## src/rtl/xmr_tap_pkg.sv

```systemverilog
// Shared definitions for the XMR tap monitor: parameter defaults,
// the record layout and a helper that derives the record width.
package xmr_tap_pkg;

  localparam int unsigned TS_WIDTH_DEFAULT = 15;
  localparam int unsigned DEPTH_DEFAULT    = 8;
  localparam int unsigned REC_W            = TS_WIDTH_DEFAULT + 1;

  // One transition record: polarity above the timestamp.
  typedef struct packed {
    logic                        pol;
    logic [TS_WIDTH_DEFAULT-1:0] ts;
  } rec_t;

  function automatic int unsigned rec_width(input int unsigned ts_w);
    return ts_w + 1;
  endfunction

endpackage

```

## src/rtl/xmr_tap_fifo.sv

```systemverilog
// Synchronous record FIFO for the tap monitor. Pointers carry one extra
// wrap bit so full and empty are distinguished without a separate counter.
// A push into a full FIFO is accepted only when a pop happens in the same cycle.
module xmr_tap_fifo
  import xmr_tap_pkg::*;
#(
  parameter int unsigned DEPTH = DEPTH_DEFAULT,
  parameter int unsigned W     = REC_W
) (
  input  logic                   clk_i,
  input  logic                   rst_i,
  input  logic                   push_i,
  input  logic                   pop_i,
  input  logic [W-1:0]           din_i,
  output logic [W-1:0]           dout_o,
  output logic                   full_o,
  output logic                   empty_o,
  output logic [$clog2(DEPTH):0] count_o
);

  localparam int unsigned AW = $clog2(DEPTH);

  logic [W-1:0] mem_q [DEPTH];
  logic [AW:0]  wr_q, wr_d, rd_q, rd_d;
  logic         do_wr, do_rd;

  // Status flags, accepted operations and next pointer values.
  always_comb begin
    empty_o = (wr_q == rd_q);
    full_o  = (wr_q[AW] != rd_q[AW]) && (wr_q[AW-1:0] == rd_q[AW-1:0]);
    count_o = wr_q - rd_q;
    do_rd   = pop_i && !empty_o;
    do_wr   = push_i && (!full_o || do_rd);
    wr_d    = do_wr ? wr_q + 1'b1 : wr_q;
    rd_d    = do_rd ? rd_q + 1'b1 : rd_q;
    dout_o  = mem_q[rd_q[AW-1:0]];
  end

  // Pointer registers.
  always_ff @(posedge clk_i) begin
    if (rst_i) begin
      wr_q <= '0;
      rd_q <= '0;
    end else begin
      wr_q <= wr_d;
      rd_q <= rd_d;
    end
  end

  // Record storage; contents are don't-care while empty.
  always_ff @(posedge clk_i) begin
    if (do_wr) begin
      mem_q[wr_q[AW-1:0]] <= din_i;
    end
  end

endmodule

```

## src/rtl/xmr_tap_monitor.sv

```systemverilog
// Consumer end of a bound tap wire: detects transitions of I, timestamps
// them and queues {polarity, timestamp} records for a valid/ready reader.
// Define XMR_TAP_GLITCH_FILTER_EN to require a new level on two consecutive
// samples before it is accepted.
module xmr_tap_monitor
  import xmr_tap_pkg::*;
#(
  parameter int unsigned TS_WIDTH = TS_WIDTH_DEFAULT,
  parameter int unsigned DEPTH    = DEPTH_DEFAULT
) (
  input  logic              CLK,
  input  logic              RESET,
  input  logic              I,
  input  logic              en,
  input  logic              ovf_clr,
  output logic [TS_WIDTH:0] rec_data,
  output logic              rec_valid,
  input  logic              rec_ready,
  output logic              overflow,
  output logic              level
);

  localparam int unsigned RW = rec_width(TS_WIDTH);
  localparam int unsigned CW = $clog2(DEPTH) + 1;

  logic                q_q, q_d;
  logic                primed_q;
  logic [TS_WIDTH-1:0] ts_q, ts_d;
  logic                ovf_q, ovf_d;
  logic                edge_det, push, pop, drop;
  logic [TS_WIDTH-1:0] edge_ts;
  logic [RW-1:0]       rec_in;
  logic [RW-1:0]       fifo_dout;
  logic                fifo_full, fifo_empty;
  logic [CW-1:0]       fifo_count;

`ifdef XMR_TAP_GLITCH_FILTER_EN
  logic                raw_q;
  logic [TS_WIDTH-1:0] ts_hold_q;
`endif

  // Edge detection, push/drop decisions, timestamp and overflow next state.
  always_comb begin
`ifdef XMR_TAP_GLITCH_FILTER_EN
    // Accept a level once it has been seen on two edges; stamp it with the
    // time of the first of those samples.
    edge_det = primed_q && (I == raw_q) && (I != q_q);
    edge_ts  = ts_hold_q;
    q_d      = (!primed_q || (I == raw_q)) ? I : q_q;
`else
    edge_det = primed_q && (I != q_q);
    edge_ts  = ts_q;
    q_d      = I;
`endif
    push   = edge_det && en;
    rec_in = {I, edge_ts};
    pop    = rec_ready && !fifo_empty;
    drop   = push && fifo_full && !pop;
    ts_d   = en ? ts_q + 1'b1 : ts_q;
    if (drop) begin
      ovf_d = 1'b1;
    end else if (ovf_clr) begin
      ovf_d = 1'b0;
    end else begin
      ovf_d = ovf_q;
    end
  end

  // Level, baseline, timestamp and sticky overflow registers.
  always_ff @(posedge CLK) begin
    if (RESET) begin
      q_q      <= 1'b0;
      primed_q <= 1'b0;
      ts_q     <= '0;
      ovf_q    <= 1'b0;
    end else begin
      q_q      <= q_d;
      primed_q <= 1'b1;
      ts_q     <= ts_d;
      ovf_q    <= ovf_d;
    end
  end

`ifdef XMR_TAP_GLITCH_FILTER_EN
  // Raw sample history and the timestamp of that sample.
  always_ff @(posedge CLK) begin
    if (RESET) begin
      raw_q     <= 1'b0;
      ts_hold_q <= '0;
    end else begin
      raw_q     <= I;
      ts_hold_q <= ts_q;
    end
  end
`endif

  xmr_tap_fifo #(
    .DEPTH (DEPTH),
    .W     (RW)
  ) u_fifo (
    .clk_i   (CLK),
    .rst_i   (RESET),
    .push_i  (push),
    .pop_i   (pop),
    .din_i   (rec_in),
    .dout_o  (fifo_dout),
    .full_o  (fifo_full),
    .empty_o (fifo_empty),
    .count_o (fifo_count)
  );

  // Outputs come straight from registers or FIFO storage.
  always_comb begin
    rec_valid = (fifo_count != '0);
    rec_data  = fifo_empty ? '0 : fifo_dout;
    overflow  = ovf_q;
    level     = q_q;
  end

endmodule

```

## config.mk

```make
export PLATFORM = sky130hd
export DESIGN_NAME = xmr_tap_monitor
export DESIGN_NICKNAME = d
export VERILOG_FILES = /design/src/rtl/xmr_tap_pkg.sv /design/src/rtl/xmr_tap_fifo.sv /design/src/rtl/xmr_tap_monitor.sv
export SDC_FILE = /design/constraint.sdc
export NUM_CORES = 1
export LEC_CHECK = 0
export ABC_AREA = 1
export ABC_CLOCK_PERIOD_IN_PS = 3400
export BUFFER_PORTS_ARGS = -buffer_cell sky130_fd_sc_hd__buf_2
export CAP_MARGIN = 15
export CORE_AREA = 8 8 118 120
export CTS_CLUSTER_SIZE = 16
export DETAILED_ROUTE_END_ITERATION = 8
export DIE_AREA = 0 0 126 128
export GPL_TIMING_DRIVEN = 0
export HOLD_SLACK_MARGIN = 0.03
export MAX_ROUTING_LAYER = met4
export PLACE_DENSITY = 0.81
export SYNTH_ARGS = -nofsm -noshare
export SYNTH_HDL_FRONTEND = slang
export SYNTH_SLANG_ARGS = --single-unit
```

## constraint.sdc

```tcl
create_clock -name CLK -period 3.4 [get_ports CLK]
set_clock_uncertainty 0.15 [all_clocks]
set_input_delay 0.68 -clock CLK [delete_from_list [all_inputs] [get_ports CLK]]
set_output_delay 0.68 -clock CLK [all_outputs]
set_load 0.05 [all_outputs]
```

# Yosys cells after proc, flatten, opt, wreduce, memory -nomap -nowiden

Memory sizes are Yosys's and may differ from the RTL's. A register that Yosys moved wholly into a read port is not among the register bits.
Index checks and enable logic that the tools add are counted.

Register bits after elaboration: 26
Bits in writable memories: 128
Bits of input ports: 6
Output and inout bits: 19
Memories kept: 1

Add/sub/neg operators: 4
Eq/ne operators: 4
Muxes and demuxes: 8
Reductions and logical operators: 14

Memory list:

| memory       | words | width | read ports | clocked after Yosys merged registers in | wr ports | line               | RTL |
|---|---|---|---|---|---|---|---|
| u_fifo.mem_q | 8     | 16    | 1          | 1                                       | 1        | xmr_tap_fifo.sv:23 | `logic [W-1:0] mem_q [DEPTH];` |

Operator list:

| kind                                           | count |
|---|---|
| 2-to-1 mux 16 bit                              | 1 |
| adder 15 x 1 -> 15 bit (second input constant) | 1 |
| adder 4 x 1 -> 4 bit (second input constant)   | 2 |
| logical AND 1 bit                              | 8 |
| 2-to-1 mux 3 bit                               | 2 |
| 2-to-1 mux 1 bit                               | 5 |
| equality test 4 bit                            | 1 |
| nonzero test 4 bit                             | 1 |
| subtractor 4 bit                               | 1 |
| equality test 3 bit                            | 1 |
| logical NOT 1 bit                              | 3 |
| inequality test 1 bit                          | 2 |
| nonzero test 2 bit                             | 1 |
| logical OR 1 bit                               | 1 |

# Logic depth before layout (Yosys ltp)

Gate-level depths: netlist (run 1).

Depth in word-level cells: 8
Depth in mapped cells: 10

# Cells and area by module

From an unflattened synthesis (run 1), not the netlist that was laid out.

Cell total of the unflattened synthesis: 624
Area, all modules: 6717.7 µm²

By module, submodules not included:

| module          | instances | cells each | area each (µm²) | seq. area each (µm²) |
|---|---|---|---|---|
| xmr_tap_fifo    | 1         | 459        | 5675.4          | 4063.9 |
| xmr_tap_monitor | 1         | 165        | 1042.2          | 360.3 |

# Worst setup path before layout (run 1)

No wires, ideal clock.

Path type: register to register
Start: reg u_fifo.wr_q[0]
End: mem u_fifo.mem_q[3][0] (netlist name), enable pin
Data arrival time: 2.233 ns
Slack: 0.608 ns
Cell stages (with the launch flop): 8
Clock period less this slack: 2.792 ns
Cells stage by stage: dfxtp_1 inv_1 ha_1 nand3_1 nor2_1 nand2_2 nand2_4 nor3_1

Word-level cells in the longest chain between the ends: 8

Ends and longest elaborated chain:

| what                                   | line                                      | RTL |
|---|---|---|
| from (decl)                            | xmr_tap_fifo.sv:24                        | `logic [AW:0] wr_q, wr_d, rd_q, rd_d;` |
| from (signal assigned)                 | xmr_tap_fifo.sv:45                        | `wr_q <= wr_d;` |
| equality test 4 bit                    | xmr_tap_fifo.sv:29                        | `empty_o = (wr_q == rd_q);` |
| logical NOT 1 bit                      | xmr_tap_fifo.sv:32, xmr_tap_monitor.sv:57 |  |
| logical AND 1 bit                      | xmr_tap_monitor.sv:57                     | `pop = rec_ready && !fifo_empty;` |
| logical AND 1 bit                      | xmr_tap_fifo.sv:32                        | `do_rd = pop_i && !empty_o;` |
| logical OR 1 bit                       | xmr_tap_fifo.sv:33                        | `do_wr = push_i && (!full_o \|\| do_rd);` |
| logical AND 1 bit                      | xmr_tap_fifo.sv:33                        |  |
| 2-to-1 mux 1 bit                       | xmr_tap_fifo.sv:52                        | `if (do_wr) begin` |
| 2-to-1 mux 1 bit (implied by the code) | xmr_tap_fifo.sv:53                        | `mem_q[wr_q[AW-1:0]] <= din_i;` |
| to (decl)                              | xmr_tap_fifo.sv:23                        |  |

Several ways; a longest one is shown, not always the timed one.

# Worst setup path after layout (run 1)

Start: reg u_fifo.wr_q[0]
End: out rec_data[5]

Word-level cells in the longest chain between the ends: 2

Ends and longest elaborated chain:

| what                | line                   | RTL |
|---|---|---|
| equality test 4 bit | xmr_tap_fifo.sv:29     |  |
| 2-to-1 mux 16 bit   | xmr_tap_monitor.sv:115 | `rec_data = fifo_empty ? '0 : fifo_dout;` |
| to (decl)           | xmr_tap_monitor.sv:16  | `output logic [TS_WIDTH:0] rec_data,` |

No other way between the ends.

==> results by group, run 1 <==
Status
  – Status: completed

Floorplan
  – Cell row count: 41
  – Die Width: roughly 130 µm
  – Die area: between 15000 and 20000 µm²
  – Core box area: between 10000 and 15000 µm²
  – Die Y: 128 µm
  – IO Count: 25
  – Initial core utilization: 0.532

Logic synthesis
  – Post-synthesis cell type count: 32
  – Largest family of logic cells by synthesized area: simple AND/OR/NAND/NOR gates
  – Async set-reset flop share out of synthesis: 0
  – Post-synthesis compound-gate area fraction: 0.102
  – Ys flop type: edfxtp_1
  – Mapped Nets: 604
  – Xor/xnor cell area share of the yosys netlist: 0.00924
  – Register area share after synthesis: 0.681
  – Flops & latches, synth: 157
  – Largest area contributor in the netlist: edfxtp_1
  – Ranking of synthesized cells by area: edfxtp_1, dfxtp_1, nor2_1
  – Top-area cell type share of the netlist area: 0.591
  – Ys Warns: 0
  – EDFF count, synth: approximately 130
  – Count leader, synth: nor2_1
  – Simple-gate share of the synthesized area: 0.157
  – Mapped Cells: a little under 600
  – Mux contribution to synthesized area: 0
  – Synthesized cell area: 6500 µm²
  – Adder-cell share of the synthesized area: 0.0116
  – Synth top cells by count: nor2_1, edfxtp_1, o21ai_0, nand2_1
  – Average cell area after synthesis: approximately 11 µm²

Place
  – # port buffers: 24
  – Placed Cells: 770
  – Dpl hpwl: 10200 µm
  – GPL Wtd Cong: a little over 0.8

Critical path
  – Maximum fanout along the worst path: 10
  – Arrival time worst endpoint: roughly 2.4 ns
  – Worst setup SP type: flip-flop
  – WP data required: around 2.6 ns
  – Critical path class: flip-flop to output pin
  – Crit. End Element: output pin

Timing
  – Min cycle time layout: 3.21 ns
  – Final Max Slew Viols: 0
  – Crit share post-route: 0.945
  – Endpoints failing hold: 0
  – F_max: between 300 and 400 MHz
  – Relative slew slack: 0.285
  – # setup viols final: 0
  – Final Hold Slack: between 0.3 and 0.4 ns
  – Least-Margin Pin Slew: between 1 and 1.5 ns
  – RSZ-0062 raised after global routing: no

Global routing
  – Vias in the first global route: 4627
  – Initial antenna violation count: 0
  – First-pass GRT wire length: roughly 24000 µm
  – Gr usage total: 0.203
  – Grt ovf: 0
  – Largest net degree at the start of global routing: 17

Worst hold path
  – Worst hold path type: flip-flop to flip-flop

Layout
  – Area delta synth->final: 15.1%
  – NumNets Final: approximately 650
  – # fillers: around 900
  – Finished Layout Cells: approximately 800
  – Antenna diode count: 0
  – Share of cells above drive strength 1: 0.140

CTS
  – Number of buffers created by CTS: 17
  – Root Driver: clkbuf_16
  – Cts repair resizes: 0
  – CTS Sinks: 157
  – Hold_buf cts: 0
  – Htree depth: 4
  – Worst skew pair latency: around 0.42 ns
  – Clock-pin slew on the worst setup and hold paths: ~0.060 ns
  – Post-CTS setup repair buffer count: 0
  – CTS tree: built
  – CTS max path bufs: 2

Drt
  – Drt initial violations: approximately 610
  – Vias/cell: about 5.9
  – Routed vias: around 4700
  – DR WL/cell: a little under 20 µm
  – Drt total wl: roughly 16000 µm
  – Residual DRC: 0
  – Detailed Routing Iterations Pass 1: 5
  – Routed Antenna Nets: 0

Power
  – Switch share: 0.300
  – Clock Power Share: 0.378
  – Net switching power: between 0.001 and 0.0015 W
  – LEAKAGE: approximately 2.7 nW
  – Flop pwr share: 0.426
  – PD cells: 663 nW/µm²
  – Pint: around 0.0035 W
  – Logic pwr share: 0.197
  – Worst vdd ir: 0.359 mV

Job
  – Max Cap Violations: 0
## power by group through the flow
| stage | Combinational [W] | Sequential, W | Clock (W) |
|---|---|---|---|
| CTS | 0.000968 | 0.00211 | 0.00188 |
| finish | 0.000975 | 0.00211 | 0.00187 |
| global route | 0.00105 | 0.00212 | 0.00194 |
| global placement | 0.000931 | 0.00215 | 0 |
| floorplan | 0.000699 | 0.00214 | 0 |
| detailed placement | 0.000961 | 0.00215 | 0 |
## state kept, by name, indices dropped and copies added (netlist names), named ones only
| name | count |
|---|---|
| u_fifo.mem_q | 128 |
| edge_ts | 15 |
| u_fifo.rd_q | 4 |
| u_fifo.wr_q | 4 |
| level | 1 |
| overflow | 1 |
| primed_q | 1 |
## through the flow
step / worst slack [ns] / util / cell area, µm² / TNS, ns / total power [W]
global route: 0.0742 / 0.613 / 7480 / 0 / 0.00510
CTS: 0.228 / 0.613 / 7480 / 0 / 0.00496
global placement: -0.344 / 0.557 / 6810 / -13.70 / 0.00308
floorplan: 0.608 / - / 6500 / 0 / 0.00284
detailed placement: 0.401 / 0.563 / 6880 / 0 / 0.00311
finish: 0.187 / 0.613 / 7480 / 0 / 0.00496
## worst paths after layout
path	cells after the start	slack [ns]	from	end
worst max-delay path	9	0.19	u_fifo.wr_q[0]	rec_data[5]
worst min register to register	2	0.33	overflow	overflow
worst max register to register	10	0.45	u_fifo.wr_q[0]	u_fifo.mem_q[4][5]
worst min-delay path	2	0.33	overflow	overflow
## critical path: stages, from the launching register on
cell and delay, ns:
dfxtp_1 0.40, inv_1 0.16, ha_1 0.33, nand3_1 0.11
inv_1 0.08, nand2_4 0.16, buf_6 0.17, nand2_1 0.06
nor2_1 0.19, buf_2 0.31
## kinds of logic (layout without fill, tap and decap cells)
group | Yosys count | count (layout)
AOI/OAI and AO/OA | 119 | 119
xor gates and xnor gates | 6 | 6
adders and majority gates | 6 | 6
buffers and inverters | 58 | 118
DFF | 157 | 157
and+or+nand+nor | 246 | 246
## routing by layer
metal	GRT usage	vias to the layer above	share of wire
li1	-	2173	-
met1	0.235	2236	0.40
met2	0.330	252	0.50
met3	0.0520	38	0.079
met4	0.0899	0	0.022
met5	-	-	0
## placed cells by master (no fill, tap or decap), types with 13 or more instances in the layout
master	Yosys	final
a21oi_1	14	14
buf_2	4	28
clkbuf_1	13	15
clkbuf_16	0	20
dfxtp_1	29	29
edfxtp_1	128	128
inv_1	29	29
nand2_1	57	57
nand3_1	13	13
nor2_1	151	147
o211ai_1	16	16
o21ai_0	70	70
o22ai_1	16	16
## final cells by class
cell class | instances | area [µm²] | area share
inverters | 32 | 121 | 0.0162
repair buffers | 28 | 165 | 0.0221
flip-flops and latches | 157 | 4420 | 0.592
plain buffers | 26 | 133 | 0.0177
well taps | 150 | 188 | 0.0251
clock buffers | 26 | 563 | 0.0753
multi-input cells | 377 | 1850 | 0.247
clock inverters | 6 | 40.0 | 0.00535
(Power assumes the default switching activity.)
==> run 2, diff against run 1 <==
Settings changed: ABC_AREA 1 to default, CORE_AREA 8 8 118 120 to 8 8 129 131, DIE_AREA 0 0 126 128 to 0 0 137 139, PLACE_DENSITY 0.81 to 0.63.
==> results by group, run 2 <==
Drt
  – Vias/cell: 5.50 (was 5.86)
  – Top routing layer in use: met4 (unchanged)
  – DR WL/cell: 20.4 µm (was 19.4 µm)
  – Drt total wl: 12400 µm (was 15600 µm)
  – Met3 wire length: 597 µm (was 1230 µm)
  – Detailed Routing Iterations Pass 1: 5 (unchanged)
  – Routed vias: 3351 (was 4699)
  – Length of routed met2 wiring: 6080 µm (was 7810 µm)
  – Residual DRC: 0 (unchanged)
  – Routed Antenna Nets: 0 (unchanged)
  – WL met1: 5610 µm (was 6180 µm)
  – Drt initial violations: 230 (was 608)

CTS
  – Root Driver: clkbuf_16 (unchanged)
  – Hold_buf cts: 0 (unchanged)
  – CTS Sinks: 157 (unchanged)
  – Htree depth: 4 (unchanged)
  – CTS max path bufs: 2 (unchanged)
  – CTS tree: built (unchanged)
  – Clock-pin slew on the worst setup and hold paths: 0.06 ns (about the same)
  – Number of buffers created by CTS: 17 (unchanged)
  – Worst skew pair latency: 0.41 ns (was 0.42 ns)

Global routing
  – Grt ovf: 0 (unchanged)
  – First-pass GRT wire length: 19500 µm (was 24100 µm)
  – Gr usage total: 0.142 (was 0.203)
  – Largest net degree at the start of global routing: 18 (was 17)
  – Initial antenna violation count: 0 (unchanged)
  – Vias in the first global route: 3373 (was 4627)

Floorplan
  – Initial core utilization: 0.422 (was 0.532)
  – Die Y: 139 µm (was 128 µm)
  – IO Count: 25 (unchanged)
  – Die Width: 137 µm (was 126 µm)
  – Core box area: 14800 µm² (was 12200 µm²)
  – Die area: 19000 µm² (was 16100 µm²)
  – Cell row count: 45 (was 41)

Layout
  – Finished Cell Area: 7420 µm² (was 7480 µm²)
  – Finished Layout Cells: 609 (was 802)
  – NumNets Final: 420 (was 651)
  – Share of cells above drive strength 1: 0.290 (was 0.140)
  – Most frequent cells in the layout: edfxtp_1, nor2_1, mux4_2 (was nor2_1, edfxtp_1, o21ai_0)
  – Area delta synth->final: 19.1% (was 15.1%)
  – Commonest non-fill, non-tap cell in the layout: edfxtp_1 (was nor2_1)
  – Antenna diode count: 0 (unchanged)
  – Final Util: 0.503 (was 0.613)
  – Largest register FFs: 128 (unchanged)

Power
  – Worst vdd ir: 0.276 mV (was 0.359 mV)
  – Logic pwr share: 0.087 (was 0.197)
  – Pint: 0.00344 W (was 0.00347 W)
  – Clock Power Share: 0.442 (was 0.378)
  – LEAKAGE: 2.34 nW (was 2.74 nW)
  – Switch share: 0.226 (was 0.300)
  – Net switching power: 0.00100 W (was 0.00149 W)
  – Flop pwr share: 0.471 (was 0.426)
  – PD cells: 598 nW/µm² (was 663 nW/µm²)

Critical path
  – CP Cell Sequence: inv_1 > ha_1 > nor2b_1 > or4b_2 > a21oi_1 > o211ai_1 > buf_4 (was inv_1 > ha_1 > nand3_1 > inv_1 > nand2_4 > buf_6 > nand2_1 > nor2_1 > buf_2)
  – FF-to-FF Start: u_fifo.wr_q[0] (unchanged)
  – Reg2reg setup slack: 0.23 ns (was 0.45 ns)
  – Largest delay share family, worst path: simple AND/OR/NAND/NOR gates (was buffers and inverters)
  – CP peak stage delay: 0.60 ns (was 0.40 ns)
  – Crit path max-delay cell type: or4b_2 (was dfxtp_1)
  – Arrival time worst endpoint: 2.42 ns (was 2.38 ns)
  – WP data required: 2.57 ns (about the same)
  – Critical path class: flip-flop to output pin (unchanged)
  – Crit. End Element: output pin (unchanged)
  – Register-to-Register Path Depth: 7 (was 10)
  – Reg-to-reg endpoint: u_fifo.mem_q[6][13] (was u_fifo.mem_q[4][5])
  – Maximum fanout along the worst path: 4 (was 10)
  – Worst setup SP type: flip-flop (unchanged)
  – Critical path buffers and inverters: 2 (was 4)

Timing
  – Relative slew slack: 0.257 (was 0.285)
  – Min cycle time layout: 3.25 ns (was 3.21 ns)
  – Least-Margin Pin Slew: 1.11 ns (was 1.07 ns)
  – Final Hold Slack: 0.335 ns (was 0.333 ns)
  – Endpoints failing hold: 0 (unchanged)
  – Crit share post-route: 0.955 (was 0.945)
  – # setup viols final: 0 (unchanged)
  – Final Max Slew Viols: 0 (unchanged)
  – F_max: 308 MHz (was 311 MHz)
  – RSZ-0062 raised after global routing: no (unchanged)

Place
  – Placed cell areas: 6760 µm² (was 6880 µm²)
  – Placed Cells: 576 (was 770)
  – Dpl hpwl: 8490 µm (was 10200 µm)
  – # port buffers: 22 (was 24)
  – GPL Wtd Cong: 0.844 (was 0.809)

Logic synthesis
  – Mapped Nets: 366 (was 604)
  – EDFF count, synth: 128 (unchanged)
  – Post-synthesis cell type count: 38 (was 32)
  – Async set-reset flop share out of synthesis: 0 (unchanged)
  – Ys flop type: edfxtp_1 (unchanged)
  – Register area share after synthesis: 0.710 (was 0.681)
  – Synth top cells by count: edfxtp_1, nor2_1, mux4_2, dfxtp_1, mux2i_1 (was nor2_1, edfxtp_1, o21ai_0, nand2_1)
  – Ranking of synthesized cells by area: edfxtp_1, mux4_2, dfxtp_1 (was edfxtp_1, dfxtp_1, nor2_1)
  – Synthesized cell area: 6230 µm² (was 6500 µm²)
  – Average cell area after synthesis: 17.6 µm² (was 11.0 µm²)
  – Count leader, synth: edfxtp_1 (was nor2_1)
  – Largest area contributor in the netlist: edfxtp_1 (unchanged)
  – Top-area cell type share of the netlist area: 0.617 (was 0.591)
  – Flops & latches, synth: 157 (unchanged)
  – Ys Warns: 0 (unchanged)
  – Mapped Cells: 354 (was 592)

Worst hold path
  – Worst hold path cell count: 2 (unchanged)
  – Hold Crit Endpoint: overflow (unchanged)
  – Hold path startpoint: overflow (unchanged)
  – Worst hold path type: flip-flop to flip-flop (unchanged)

Job
  – Max Cap Violations: 0 (unchanged)

Status
  – Status: completed (unchanged)
[run 2: cell types whose count changed in the layout (fill, tap and decap cells not counted), sizes merged, moves of 16 or more]
| cell | previous run | this run |
|---|---|---|
| mux2i | 0 | 19 |
| nor2 | 152 | 40 |
| o21ai | 70 | 4 |
| mux4 | 0 | 32 |
| nand2 | 62 | 4 |
| o22ai | 16 | 0 |
| clkbuf | 42 | 21 |
| inv | 34 | 7 |
[run 2: how the worst max path moves through the flow]
| stage | from | endpoint | cells past startpoint |
|---|---|---|---|
| 2_1_floorplan | u_fifo.wr_q[0] | u_fifo.mem_q[0][0] | 5 |
| 3_3_place_gp | I | u_fifo.mem_q[1][12] | 4 |
| 3_5_place_dp | u_fifo.wr_q[0] | rec_data[5] | 7 |
| 4_1_cts | u_fifo.wr_q[0] | rec_data[5] | 7 |
| 5_1_grt | u_fifo.rd_q[1] | rec_valid | 7 |
| 6_report | u_fifo.rd_q[1] | rec_valid | 7 |
[run 2: cell families after synthesis]
kind of cell / after synthesis / synth area share
buf+inv: 22 / 0.0163
flops: 157 / 0.710
compound gates: 14 / 0.0163
mux: 52 / 0.149
simple gates: 84 / 0.0689
fa+ha+maj: 6 / 0.0120
xor+xnor: 19 / 0.0279
[run 2: power by group through the flow]
| stage | Combinational [W] | Sequential (W) | Clock [W] |
|---|---|---|---|
| 3_5_place_dp | 0.000376 | 0.00213 | 0 |
| 2_1_floorplan | 0.000271 | 0.00213 | 0 |
| 5_1_grt | 0.000414 | 0.00209 | 0.00207 |
| 6_report | 0.000385 | 0.00209 | 0.00196 |
| 4_1_cts | 0.000381 | 0.00209 | 0.00199 |
| 3_3_place_gp | 0.000364 | 0.00213 | 0 |
[run 2: layout make-up]
class                           count  area [µm²]
Fill cell                        1229        7330
Timing Repair Buffer               35         255
Tap cell                          188         235
Multi-Input combinational cell    175        1770
Sequential cell                   157        4430
Inverter                            6        22.5
Clock buffer                       18         429
Buffer                             16        82.6
Clock inverter                     14         194
[run 2: what timing repair did]
item                                    4_1_cts  5_1_grt
endpoints found under the setup margin       33       19
pin swaps                                     0        1
cloned                                        0        0
setup buffers                                 0        1
resized for setup                             7        6
[run 2: worst min-delay path: cells and delay by family (launching register included)]
family             cells  cell delay (ns)
DFF                    1             0.31
AOI/OAI and AO/OA      1             0.06
and+or+nand+nor        1             0.06
[run 2: per-stage QoR]
stage,power (W),TNS [ns],setup WS [ns]
after floorplan,0.00240,-0.227,-0.00709
after global placement,0.00250,-148.92,-2.03
after detailed placement,0.00251,-4.22,-0.355
after CTS,0.00446,0,0.0598
after global routing,0.00458,0,0.0242
final,0.00444,0,0.152
[run 2: layer usage]
layer  vias to the layer above  GRT usage
li1                       1506          -
met1                      1748      0.189
met2                        84      0.212
met3                        13     0.0319
met4                         0     0.0423
met5                         -          -
==> run 3, diff against run 2 <==
Settings changed: CORE_AREA 8 8 129 131 to 5 5 126 128, DIE_AREA 0 0 137 139 to 0 0 131 133, RECOVER_POWER from default to 100.
==> results by group, run 3 (same netlist as run 2, synthesis figures left out) <==
Layout
  – Largest register FFs: 128 (unchanged)
  – NumNets Final: 419 (was 420)
  – Finished Cell Area: 7270 µm² (was 7420 µm²)
  – Commonest non-fill, non-tap cell in the layout: edfxtp_1 (unchanged)
  – Antenna diode count: 0 (unchanged)
  – Share of cells above drive strength 1: 0.262 (was 0.290)
  – Most frequent cells in the layout: edfxtp_1, nor2_1, mux4_2 (unchanged)
  – # fillers: 1267 (was 1229)
  – Area delta synth->final: 16.6% (was 19.1%)

Global routing
  – First-pass GRT wire length: 19600 µm (was 19500 µm)
  – Gr usage total: 0.160 (was 0.142)
  – Grt ovf: 0 (unchanged)
  – Global-route track usage on met2: 0.242 (was 0.212)
  – Met1 Usage GRT: 0.213 (was 0.189)
  – Vias in the first global route: 3409 (was 3373)
  – Initial antenna violation count: 0 (unchanged)
  – Most Crowded Layer GR: met2 (unchanged)
  – Met3 Track Usage GR: 0.0359 (was 0.0319)
  – Largest net degree at the start of global routing: 18 (unchanged)

CTS
  – Number of buffers created by CTS: 17 (unchanged)
  – Clock-pin slew on the worst setup and hold paths: 0.06 ns (about the same)
  – Worst skew pair latency: 0.42 ns (was 0.41 ns)
  – Root Driver: clkbuf_16 (unchanged)
  – Hold_buf cts: 0 (unchanged)
  – CTS max path bufs: 2 (unchanged)
  – CTS tree: built (unchanged)
  – Htree depth: 4 (unchanged)
  – CTS Sinks: 157 (unchanged)

Critical path
  – Crit path max-delay cell type: clkbuf_1 (was or4b_2)
  – Critical path buffers and inverters: 3 (was 2)
  – Reg2reg setup slack: 0.19 ns (was 0.23 ns)
  – Cell depth of the worst setup path: 5 (was 7)
  – Worst setup SP type: flip-flop (unchanged)
  – Crit. End Element: output pin (unchanged)
  – WP data required: 2.57 ns (about the same)
  – Most frequent cell on the critical path: buf_2
  – Critical path class: flip-flop to output pin (unchanged)
  – Arrival time worst endpoint: 2.43 ns (was 2.42 ns)
  – CP peak stage delay: 0.81 ns (was 0.60 ns)
  – Reg-to-reg endpoint: u_fifo.mem_q[5][8] (was u_fifo.mem_q[6][13])
  – CP Cell Sequence: buf_2 > clkbuf_1 > mux2i_1 > nor2_1 > buf_2 (was inv_1 > ha_1 > nor2b_1 > or4b_2 > a21oi_1 > o211ai_1 > buf_4)
  – Crit path to: rec_data[5] (was rec_valid)
  – Register-to-Register Path Depth: 7 (unchanged)
  – Largest delay share family, worst path: buffers and inverters (was simple AND/OR/NAND/NOR gates)
  – FF-to-FF Start: u_fifo.wr_q[0] (unchanged)
  – Maximum fanout along the worst path: 10 (was 4)

Floorplan
  – IO Count: 25 (unchanged)
  – Core box area: 14800 µm² (unchanged)
  – Die area: 17400 µm² (was 19000 µm²)
  – Die Y: 133 µm (was 139 µm)
  – Initial core utilization: 0.422 (unchanged)
  – Cell row count: 45 (unchanged)
  – Die Width: 131 µm (was 137 µm)

Power
  – Clock Power Share: 0.415 (was 0.442)
  – Net switching power: 0.00103 W (was 0.00100 W)
  – Flop pwr share: 0.496 (was 0.471)
  – Pint: 0.00319 W (was 0.00344 W)
  – Worst vdd ir: 0.349 mV (was 0.276 mV)
  – PD cells: 581 nW/µm² (was 598 nW/µm²)
  – Switch share: 0.244 (was 0.226)
  – Logic pwr share: 0.089 (was 0.087)
  – LEAKAGE: 2.23 nW (was 2.34 nW)

Timing
  – Min cycle time layout: 3.26 ns (was 3.25 ns)
  – Relative slew slack: 0.214 (was 0.257)
  – Final Max Slew Viols: 0 (unchanged)
  – Least-Margin Pin Slew: 1.18 ns (was 1.11 ns)
  – Crit share post-route: 0.958 (was 0.955)
  – Endpoints failing hold: 0 (unchanged)
  – F_max: 307 MHz (was 308 MHz)
  – RSZ-0062 raised after global routing: no (unchanged)
  – Final Hold Slack: 0.348 ns (was 0.335 ns)
  – # setup viols final: 0 (unchanged)

Drt
  – Vias/cell: 5.30 (was 5.50)
  – Drt total wl: 12300 µm (was 12400 µm)
  – Detailed Routing Iterations Pass 1: 4 (was 5)
  – DR WL/cell: 20.2 µm (was 20.4 µm)
  – Residual DRC: 0 (unchanged)
  – Routed vias: 3224 (was 3351)
  – Drt initial violations: 223 (was 230)
  – Routed Antenna Nets: 0 (unchanged)

Status
  – Status: completed (unchanged)

Place
  – GPL Wtd Cong: 0.820 (was 0.844)
  – # port buffers: 22 (unchanged)
  – Dpl hpwl: 8350 µm (was 8490 µm)
  – Placed cell areas: 6750 µm² (was 6760 µm²)

Job
  – Max Cap Violations: 0 (unchanged)

Worst hold path
  – Worst hold path type: flip-flop to flip-flop (unchanged)
-- run 3: cell types whose count changed in the layout (fill, tap and decap cells not counted), moves of 3 or more --
cell	previous run	this run
buf_1	5	1
buf_2	27	15
buf_4	4	1
buf_6	11	2
bufinv_16	4	0
clkbuf_1	3	18
clkbuf_2	0	10
clkinvlp_4	2	5
inv_6	0	5
-- run 3: power by group through the flow --
stage / Combinational [W] / Sequential (W) / Clock, W
2_1_floorplan: 0.000271 / 0.00213 / 0
3_3_place_gp: 0.000362 / 0.00213 / 0
4_1_cts: 0.000390 / 0.00209 / 0.00178
5_1_grt: 0.000411 / 0.00209 / 0.00188
3_5_place_dp: 0.000376 / 0.00213 / 0
6_report: 0.000377 / 0.00209 / 0.00175
-- run 3: how the worst min path moves through the flow --
stage,from,endpoint,slack [ns],depth (start not counted)
after detailed placement,overflow,overflow,0.33,2
after global placement,overflow,overflow,0.31,2
after floorplan,primed_q,overflow,0.34,2
after global routing,overflow,overflow,0.39,2
after CTS,overflow,overflow,0.34,2
final,overflow,overflow,0.35,2
-- run 3: timing repair --
action                                 in CTS  in global routing
setup buffers                               1                  0
cloned                                      0                  0
pin swaps                                   1                  0
resized for setup                           6                  7
endpoints found under the hold margin       0                  0
setup endpoints to repair                  34                 43
-- run 3: metal layers --
metal | part of all wire | wire [µm] | vias to the layer above
met5 | 0 | 0 | -
met4 | 0.0074 | 91 | 0
met3 | 0.063 | 775 | 5
met2 | 0.50 | 6130 | 77
met1 | 0.43 | 5280 | 1645
li1 | - | - | 1497
-- run 3: tightest hold or removal path: cells and delay by family (launching register included) --
kind / cells / cell delay [ns]
DFF: 1 / 0.31
and+or+nand+nor: 1 / 0.07
AOI/OAI and AO/OA: 1 / 0.06
-- run 3: cell type report --
type	instances	area [µm²]	area share
multi-input cells	175	1760	0.242
clock buffers	18	450	0.0620
well taps	188	235	0.0324
inverters	6	22.5	0.00310
clock inverters	14	109	0.0150
flip-flops and latches	157	4430	0.610
plain buffers	16	77.6	0.0107
repair buffers	34	179	0.0246
-- run 3: through the flow --
| stage | worst slack, ns | util | power (W) | instances | setup TNS (ns) |
|---|---|---|---|---|---|
| after floorplan | -0.00709 | - | 0.00240 | 354 | -0.227 |
| after global placement | -1.95 | 0.446 | 0.00249 | 564 | -143.71 |
| after detailed placement | -0.322 | 0.457 | 0.00251 | 575 | -3.51 |
| after CTS | -0.0739 | 0.497 | 0.00426 | 608 | -1.12 |
| after global routing | 0.00888 | 0.493 | 0.00438 | 608 | 0 |
| final | 0.142 | 0.493 | 0.00422 | 608 | 0 |
